[config.mk]
export PLATFORM = sky130hd
export DESIGN_NAME = fadd_sequencer
export DESIGN_NICKNAME = d
export VERILOG_FILES = /design/src/rtl/fadd_sequencer.sv
export SDC_FILE = /design/constraint.sdc
export NUM_CORES = 1
export LEC_CHECK = 0
export CELL_PAD_IN_SITES_DETAIL_PLACEMENT = 0
export CELL_PAD_IN_SITES_GLOBAL_PLACEMENT = 1
export CORE_AREA = 2 2 92 94
export DETAILED_ROUTE_END_ITERATION = 10
export DIE_AREA = 0 0 94 96
export GPL_ROUTABILITY_DRIVEN = 0
export GPL_TIMING_DRIVEN = 0
export MAX_ROUTING_LAYER = met4
export PLACE_DENSITY = 0.88
export SETUP_SLACK_MARGIN = 0.5
export SLEW_MARGIN = 15
export SYNTH_ARGS = -nofsm -noshare
export SYNTH_HDL_FRONTEND = slang
export SYNTH_SLANG_ARGS = --single-unit
[constraint.sdc]
create_clock -name clk_i -period 3 [get_ports clk_i]
set_input_delay 0.3 -clock clk_i [delete_from_list [all_inputs] [get_ports clk_i]]
set_output_delay 0.3 -clock clk_i [all_outputs]
set_load 0.005 [all_outputs]
[src/rtl/fadd_sequencer.sv]
// Pushbutton-driven operand/compute sequencer for a half-precision adder.
// Optional FADD_ACCUM_EN: the result is also written back into operand A (running accumulate).
module fadd_sequencer #(
    parameter int SYNC_STAGES = 2,
    parameter int LAT         = 1
) (
    input  logic        clk_i,
    input  logic        rst_ni,
    input  logic        key2_i,
    input  logic        key3_i,
    input  logic        key4_i,
    input  logic [15:0] out_i,
    input  logic        trig_i,
    input  logic [15:0] result_i,
    output logic [15:0] opA_o,
    output logic [15:0] opB_o,
    output logic [15:0] displayValue_o,
    output logic [1:0]  mode_o,
    output logic        busy_o,
    output logic        done_o
);

    typedef enum logic [2:0] {
        IDLE    = 3'd0,
        SHOW_A  = 3'd1,
        SHOW_B  = 3'd2,
        COMPUTE = 3'd3,
        SHOW_R  = 3'd4
    } state_t;

    state_t      state_q, state_d;
    logic [15:0] opA_q, opA_d;
    logic [15:0] opB_q, opB_d;
    logic [15:0] r_q, r_d;
    logic [3:0]  counter_q, counter_d;

    logic [2:0]                  keyRaw;
    logic [2:0][SYNC_STAGES-1:0] keySync_q;
    logic [SYNC_STAGES-1:0]      syncValid_q;
    logic [2:0]                  keyPrev_q;
    logic [2:0]                  keyArmed_q;
    logic [2:0]                  press;

    assign keyRaw = {key4_i, key3_i, key2_i};

    // A key is armed only after a genuinely sampled released level has reached the
    // synchronizer output, so a key held through reset release never produces a press.
    always_ff @(posedge clk_i or negedge rst_ni) begin
        if (!rst_ni) begin
            keySync_q   <= '1;
            syncValid_q <= '0;
            keyPrev_q   <= '1;
            keyArmed_q  <= '0;
        end else begin
            syncValid_q <= {syncValid_q[SYNC_STAGES-2:0], 1'b1};
            for (int k = 0; k < 3; k++) begin
                keySync_q[k]  <= {keySync_q[k][SYNC_STAGES-2:0], keyRaw[k]};
                keyPrev_q[k]  <= keySync_q[k][SYNC_STAGES-1];
                keyArmed_q[k] <= keyArmed_q[k] |
                                 (syncValid_q[SYNC_STAGES-1] & keySync_q[k][SYNC_STAGES-1]);
            end
        end
    end

    always_comb begin
        for (int k = 0; k < 3; k++) begin
            press[k] = keyArmed_q[k] & keyPrev_q[k] & ~keySync_q[k][SYNC_STAGES-1];
        end
    end

    always_ff @(posedge clk_i or negedge rst_ni) begin
        if (!rst_ni) begin
            state_q   <= IDLE;
            opA_q     <= 16'h0000;
            opB_q     <= 16'h0000;
            r_q       <= 16'h0000;
            counter_q <= 4'd0;
        end else begin
            state_q   <= state_d;
            opA_q     <= opA_d;
            opB_q     <= opB_d;
            r_q       <= r_d;
            counter_q <= counter_d;
        end
    end

    always_comb begin
        state_d        = state_q;
        opA_d          = opA_q;
        opB_d          = opB_q;
        r_d            = r_q;
        counter_d      = counter_q;
        busy_o         = 1'b0;
        done_o         = 1'b0;
        mode_o         = 2'd0;
        displayValue_o = out_i;

        case (state_q)
            COMPUTE: begin
                busy_o = 1'b1;
                if (counter_q == 4'd0) begin
                    done_o  = 1'b1;
                    r_d     = result_i;
`ifdef FADD_ACCUM_EN
                    opA_d   = result_i;
`endif
                    state_d = SHOW_R;
                end else begin
                    counter_d = counter_q - 4'd1;
                end
            end
            IDLE, SHOW_A, SHOW_B, SHOW_R: begin
                if (state_q == SHOW_A) begin
                    mode_o         = 2'd1;
                    displayValue_o = opA_q;
                end else if (state_q == SHOW_B) begin
                    mode_o         = 2'd2;
                    displayValue_o = opB_q;
                end else if (state_q == SHOW_R) begin
                    mode_o         = 2'd3;
                    displayValue_o = r_q;
                end

                // Priority KEY2 > KEY3 > KEY4 > Trig; losers in the same cycle are dropped.
                if (press[0]) begin
                    opA_d   = out_i;
                    state_d = SHOW_A;
                end else if (press[1]) begin
                    opB_d   = out_i;
                    state_d = SHOW_B;
                end else if (press[2]) begin
                    counter_d = 4'(LAT);
                    state_d   = COMPUTE;
                end else if (trig_i && state_q != IDLE) begin
                    state_d = IDLE;
                end
            end
            default: state_d = IDLE;
        endcase
    end

    assign opA_o = opA_q;
    assign opB_o = opB_q;

endmodule

# After elaboration in Yosys (flattened, before gate mapping)
# Index checks and enable logic that the tools add are counted.
[op_classes]
n_addsub = 1
n_mul = 0
n_div = 0
order_cmp = 0
eq_ne = 10
n_shift = 0
muxes = 22
n_bitwise = 16
reduce_logical = 11
[op_table]
columns = ["cell", "count"]
rows = [
  ["2-to-1 mux 16 bit", 4],
  ["2-to-1 mux 4 bit", 4],
  ["2-to-1 mux 3 bit", 5],
  ["!= test 2 bit (second input constant)", 5],
  ["bitwise AND 1 bit", 9],
  ["2-to-1 mux 2 bit", 4],
  ["case mux 4 bit (2 select lines)", 1],
  ["equality test 3 x 2 -> 1 bit (second input constant)", 2],
  ["case mux 3 bit (2 select lines)", 1],
  ["AND reduction 2 bit", 3],
  ["!= test 5 bit (second input constant)", 1],
  ["AND reduction 5 bit", 1],
  ["logical NOT 4 bit", 1],
  ["NOT 1 bit", 4],
  ["OR reduction 4 bit", 1],
  ["subtractor 4 x 1 -> 4 bit (second input constant)", 1],
  ["equality test 3 x 1 -> 1 bit (second input constant)", 1],
  ["equality test 3 bit (second input constant)", 1],
  ["logical NOT 3 bit", 1],
  ["2-to-1 mux 1 bit", 3],
  ["OR 1 bit", 3],
  ["AND reduction 3 bit", 1],
  ["nonzero test 3 bit", 1],
  ["nonzero test 2 bit", 1],
  ["logical AND 1 bit", 1],
]
[word_totals]
ff_bits = 69
latchBits = 0
mem_bits_rw = 0
mem_bits_ro = 0
in_bits = 38
memories = 0

# Depth between registers and ports, before layout
# Gate-level depths: netlist (run 1).
[depth]
depth_word = 7
ltp_mapped = 7
ltp_nobuf = 6

# Worst setup path before layout (run 1)
# OpenSTA, ideal clock, no wires.
[synth_timing]
kind = "register -> output"
startpoint = "register state_q[2]"
endpoint = "output port displayValue_o[10]"
arrival_ps = 1518
required_time_ps = 2700
path_slack_ps = 1182
stages_incl_launch_ff = 7
path_cell_list = "dfrtp_1 nor2b_1 buf_2 o21ba_2 nor2_2 buf_2 a221o_1"
[synth_via]
elab_chain_cells = 5
word_cells_on_any_way = 9
classes_between = "eq/ne: 3; mux: 4; reduce/logical: 2"
[synth_lines]
columns = ["item", "line", "text"]
rows = [
  ["start: declaration", "31", "state_t state_q, state_d;"],
  ["start signal: assignment", "79", "state_q <= state_d;"],
  ["equality test 3 bit", "98, 119", ""],
  ["2-to-1 mux 16 bit", "119", "end else if (state_q == SHOW_R) begin"],
  ["2-to-1 mux 16 bit", "116", "end else if (state_q == SHOW_B) begin"],
  ["2-to-1 mux 16 bit", "113", "if (state_q == SHOW_A) begin"],
  ["2-to-1 mux 16 bit (*)", "98", "case (state_q)"],
  ["end: declaration", "17", "output logic [15:0] displayValue_o,"],
]
# Mark *: on every way between the ends. The rest lies on a longest branch, timed or not.

# Worst setup path in the final report (run 1)
[layout_timing]
startpoint = "register state_q[0]"
endpoint = "output port displayValue_o[5]"
# Same word-level chain as after synthesis.

==> impl_metrics.yaml, run 1 <==
synthesis:
  syn_area_per_cell_um2: 13.65
  yosys-top-cells-area: "dfrtp_1 48%, mux2_2 15%, dfstp_2 7.6%, a221o_1 5.2%, a22oi_1 3.9%"
  synth_most_common_cell: "dfrtp_1"
  synth_common_cells: "60 x dfrtp_1, 40 x mux2_2, 19 x nor2_1"
  synthDistinctLibCells: 43
  synthCells: 227
  syn_nets: 266
  synth_flop_cell: "dfrtp_1"
  yosysTopAreaCellShare: 0.4847
  post-synth-top-area-cell: "dfrtp_1"
  async_flop_share: 1.000
  ys_warn_count: 0
  yosysSeqAreaShare: 0.5610
  netlist_area_mm2: 0.003098
  synth_edf_count: 0
  synth_seq_cells: 69
min_path:
  hold_class: "input port to flip-flop"
  worstHoldPathCells: 1
timing:
  finalSetupTns_ns: 0
  min_period_ns: 2.562
  max_freq_mhz: 390.3
  finalCritPeriodShare: 0.8541
  slew_violations: 0
  rsz0062_at_grt: "yes"
  hold_viol_final: 0
  setup_viol: 0
  fin_skew_ns: 0.008580
pwr:
  comb_power_share: 0.510
  internal-power_mw: 3.224
  swShare: 0.3202
  p_total_mw: 4.742
  power.leakage_nw: 1.939
  p_clk_frac: 0.162
  p_seq_frac: 0.328
  ir_drop_v: 0.0004930
  netSwitchingPower_mw: 1.518
  power_density_mw_per_mm2: 1040
cells_and_area:
  nNetsFinal: 386
  drive_above_1_share: 0.3409
  final_area_mm2: 0.004558
  utilization: 0.5661
  areaGrowthSynthToFinish_pct: 47.13
  diodes: 0
grt:
  grt_usage: 0.1809
  first_global_vias: 2393
  grt_overflow: 0
  antenna_found_initial: 0
  grt_max_degree: 37
  grt_pass1_wl_um: 12050
floorplan:
  core_mm2: 0.008051
  die_y_um: 96
  dieArea_mm2: 0.009024
  die_w_um: 94
  boundaryPins: 90
  rows: 33
  start_util: 0.3848
clock_network:
  cts_buffers: 9
  htreeDepth: 3
  cts_tree: "built"
  cts_buffer_depth: 2
  clk_pin_slew_ns: 0.07
  cts_root_buffer: "clkbuf_8"
  clk_latency_ns: 0.35
  clock_sinks: 69
run:
  maxCapViolations: 0
worst_setup_path:
  crit_required_ns: 2.70
  path_class: "flip-flop to primary output"
  cp.arrival_ns: 2.26
  rr_worst_depth: 6
  cp-end-kind: "primary output"
  crit_path_max_fanout: 10
  startpoint_type: "flip-flop"
placed_design:
  post_dp_cell_area_mm2: 0.004138
  io_buffers: 89
  place.detailed.hpwl_um: 5144
detailed_routing:
  drtAntennaViolNets: 0
  routed_wl_um: 7637
  drt_iter0_markers: 94
  firstDrtPassIters: 4
  dr_total_vias: 2359
  drc: 0
  wire_per_inst_um: 16.71
  detail_route.vias_per_cell: 5.162
outcome:
  outcome: "completed"
-- worst max-delay path, cell delays in order, from the launching register on --
cell and delay [ns]:
dfrtp_2 0.43, nor2b_2 0.16, buf_6 0.14, o21ba_4 0.23
nor2_4 0.13, buf_8 0.16, a221o_1 0.16, clkdlybuf4s50_1 0.50
-- repair_timing --
action                     in CTS  in global routing
pin swaps                       3                  1
setup buffers                  11                  7
hold endpoints to repair       24                  0
hold buffers                    1                  0
gates resized for setup        16                  7
setup endpoints to repair      18                 17
-- final cells by class --
class	count	area, um^2
inverter	4	15.01
multi-input combinational	142	1300
fill	685	3493
sequential	69	1740
tap	105	131.4
clock buffer	10	137.6
timing repair buffer	109	1066
clock inverter	6	62.56
buffer	12	105.1
-- metal layers --
layer  GRT usage  vias to the layer above  wire [um]
met2      0.2714                       87       3593
met5           -                        -          0
met4     0.06039                        0         87
met1      0.2361                     1176       3456
li1            -                     1086          -
met3     0.05482                       10        499
-- logic make-up (layout without fill, tap and decap cells) --
group / after synthesis / after routing / synth area share
adders and majority gates: 2 / 2 / 0.007673
other: 1 / 1 / 0.001210
muxes: 48 / 48 / 0.1842
DFF: 69 / 69 / 0.5610
and+or+nand+nor: 41 / 41 / 0.08239
buffers and inverters: 16 / 141 / 0.02907
AOI/OAI and AO/OA: 49 / 49 / 0.1317
xor gates and xnor gates: 1 / 1 / 0.002828
-- registers in the layout (all words and copies together), names as in the netlist --
signal and count:
opA_o 16, opB_o 16, r_q 16, keySync_q 6
counter_q 4, keyArmed_q 3, keyPrev_q 3, state_q 3
syncValid_q 2
-- cells in the final DEF, fill, tap and decap left out, types with 4 or more instances in the layout --
master / count
nor2_1: 19
dfrtp_1: 58
mux2_2: 40
buf_4: 19
mux2_4: 8
a21o_1: 4
a22oi_1: 15
inv_1: 4
clkdlybuf4s50_1: 86
clkbuf_8: 11
dfstp_2: 9
a221o_1: 16
-- power groups by stage --
stage | logic [mW] | registers [mW] | clock network (mW)
final | 2.42 | 1.56 | 0.768
after floorplan | 1.08 | 1.53 | 0
after global placement | 2.14 | 1.56 | 0
after CTS | 2.37 | 1.55 | 0.781
after global routing | 2.61 | 1.60 | 0.819
after detailed placement | 2.18 | 1.57 | 0
-- per-stage QoR --
step / instances / setup WS [ns] / hold slack, ns
after global routing: 457 / 0.3489 / 0.3451
after floorplan: 227 / 1.182 / 0.004409
after global placement: 421 / -0.6443 / 0.3321
after CTS: 450 / 0.3906 / 0.3389
after detailed placement: 422 / 0.3172 / 0.2753
final: 457 / 0.4376 / 0.3561
-- path summary, 6_finish.rpt --
kind / start / end / slack [ns]
hold / removal: key4_i / keySync_q[4]$_DFF_PN1_ / 0.36
min in group asynchronous: rst_ni / r_q[8]$_DFFE_PN0P_ / 0.43
hold reg to reg: keySync_q[0]$_DFF_PN1_ / keySync_q[1]$_DFF_PN1_ / 0.36
setup reg to reg: state_q[2]$_DFFE_PN0P_ / opB_o[10]$_DFFE_PN0P_ / 0.90
max in group asynchronous: rst_ni / r_q[3]$_DFFE_PN0P_ / 2.03
setup / recovery: state_q[0]$_DFFE_PN0P_ / displayValue_o[5] / 0.44
(Power assumes the default switching activity.)
==> run 2: changes to the inputs <==
--- a/config.mk
+++ b/config.mk
@@ -7,10 +7,10 @@
 export LEC_CHECK = 0
 export CELL_PAD_IN_SITES_DETAIL_PLACEMENT = 0
 export CELL_PAD_IN_SITES_GLOBAL_PLACEMENT = 1
-export CORE_AREA = 2 2 92 94
+export CORE_AREA = 4 4 94 96
 export DETAILED_ROUTE_END_ITERATION = 10
-export DIE_AREA = 0 0 94 96
-export GPL_ROUTABILITY_DRIVEN = 0
+export DIE_AREA = 0 0 98 100
+export GPL_ROUTABILITY_DRIVEN = 1
 export GPL_TIMING_DRIVEN = 0
 export MAX_ROUTING_LAYER = met4
 export PLACE_DENSITY = 0.88
==> impl_metrics.yaml, run 2 (synthesis gave the netlist of run 1 again) <==
min_path:
  hold_class: "input port to flip-flop"
outcome:
  outcome: "completed"
worst_setup_path:
  rrSetupSlack_ns: 0.89
  cp-end-kind: "primary output"
  cp.arrival_ns: 2.27
  crit_family: "buffers and inverters"
  crit_path_frequent_cell: "buf_6"
  path_class: "flip-flop to primary output"
  path_cells: "nor2b_2 -> buf_6 -> o21ba_4 -> nor2_4 -> buf_6 -> a221o_1 -> clkdlybuf4s50_1"
  critPathBufInv: 3
  crit_path_max_fanout: 9
  crit_required_ns: 2.70
  slowest_delay_ns: 0.50
  cp_slowest_cell: "clkdlybuf4s50_1"
  startpoint_type: "flip-flop"
clock_network:
  clock_sinks: 69
  cts_buffer_depth: 2
  htreeDepth: 3
  clk_pin_slew_ns: 0.07
  cts_buffers: 9
  cts_root_buffer: "clkbuf_8"
  clk_latency_ns: 0.35
  cts_tree: "built"
grt:
  grt_overflow: 0
  grt_usage: 0.1685
  first_global_vias: 2491
  grt_max_degree: 37
  antenna_found_initial: 0
  grt_pass1_wl_um: 12680
run:
  maxCapViolations: 0
detailed_routing:
  drtAntennaViolNets: 0
  firstDrtPassIters: 4
  drc: 0
  wire_per_inst_um: 17.21
  drt_iter0_markers: 86
  routed_wl_um: 7882
  dr_total_vias: 2370
  detail_route.vias_per_cell: 5.175
timing:
  max_freq_mhz: 388.6
  fin_skew_ns: 0.008473
  min_period_ns: 2.573
  rsz0062_at_grt: "yes"
  worst_slack_ns: 0.4266
  slew_violations: 0
  finalCritPeriodShare: 0.8578
  hold_viol_final: 0
  setup_viol: 0
cells_and_area:
  layout_common_cells: "75 x clkdlybuf4s50_1, 58 x dfrtp_1, 40 x mux2_2"
  areaGrowthSynthToFinish_pct: 48.99
  multi_input_area_mm2: 0.001303
  fillers: 662
  final_common_cell: "clkdlybuf4s50_1"
  nNetsFinal: 387
  drive_above_1_share: 0.3541
  area.sequential_mm2: 0.001740
  diodes: 0
floorplan:
  core_mm2: 0.008051
  boundaryPins: 90
  start_util: 0.3848
  die_y_um: 100
  dieArea_mm2: 0.009800
  rows: 33
  die_w_um: 98
pwr:
  p_total_mw: 4.855
  power_density_mw_per_mm2: 1052
  power.leakage_nw: 2.024
  ir_drop_v: 0.0005628
placed_design:
  place.detailed.hpwl_um: 5320
  io_buffers: 89
  gp_congestion: 0.7693
  dpl_worst_slack_ns: 0.3017
[run 2: what timing repair did]
item | 4_1_cts | 5_1_grt
hold buffers | 1 | 0
pin swaps | 3 | 2
endpoints found under the setup margin | 18 | 16
gates cloned | 1 | 0
hold endpoints to repair | 33 | 0
resized for setup | 25 | 20
buffers inserted | 9 | 9
[run 2: report_power, final]
part	internal [mW]	switching, mW	total (mW)	leakage, nW
registers	1.29	0.275	1.56	0.801
clock network	0.498	0.367	0.865	0.113
logic	1.52	0.909	2.43	1.11
[run 2: worst paths after layout]
| check | start | to | cells past startpoint |
|---|---|---|---|
| setup / recovery | state_q[0]$_DFFE_PN0P_ | displayValue_o[6] | 7 |
| hold / removal | key4_i | keySync_q[4]$_DFF_PN1_ | 1 |
| setup reg to reg | state_q[2]$_DFFE_PN0P_ | opB_o[11]$_DFFE_PN0P_ | 6 |
| hold reg to reg | syncValid_q[0]$_DFF_PN0_ | syncValid_q[1]$_DFF_PN0_ | 0 |
| max in group asynchronous | rst_ni | keySync_q[3]$_DFF_PN1_ | 3 |
| min in group asynchronous | rst_ni | opB_o[9]$_DFFE_PN0P_ | 2 |
[run 2: per-layer routing]
layer  global-route usage  vias to the layer above  routed length [um]  part of all wire
li1                     -                     1094                   -                 -
met1               0.2171                     1190                3593              0.46
met3              0.03544                       11                 400             0.051
met4              0.06816                        0                  95             0.012
met2               0.2613                       75                3791              0.48
met5                    -                        -                   0                 0
[run 2: through the flow]
step | utilization | hold slack (ns) | TNS, ns | cells | area, um^2
2_1_floorplan | - | 0.004409 | 0 | 227 | 3098
5_1_grt | 0.5733 | 0.3320 | 0 | 458 | 4616
6_report | 0.5733 | 0.3540 | 0 | 458 | 4616
3_3_place_gp | 0.5117 | 0.3332 | -36.18 | 421 | 4120
4_1_cts | 0.5615 | 0.3377 | 0 | 449 | 4521
3_5_place_dp | 0.5139 | 0.2795 | 0 | 422 | 4138
[run 2: area by class of cell]
class / count / area share
clock buffer: 10 / 0.02982
timing repair buffer: 110 / 0.2366
tap: 105 / 0.02846
multi-input combinational: 142 / 0.2822
sequential: 69 / 0.3771
inverter: 4 / 0.003253
buffer: 12 / 0.02223
clock inverter: 6 / 0.02033
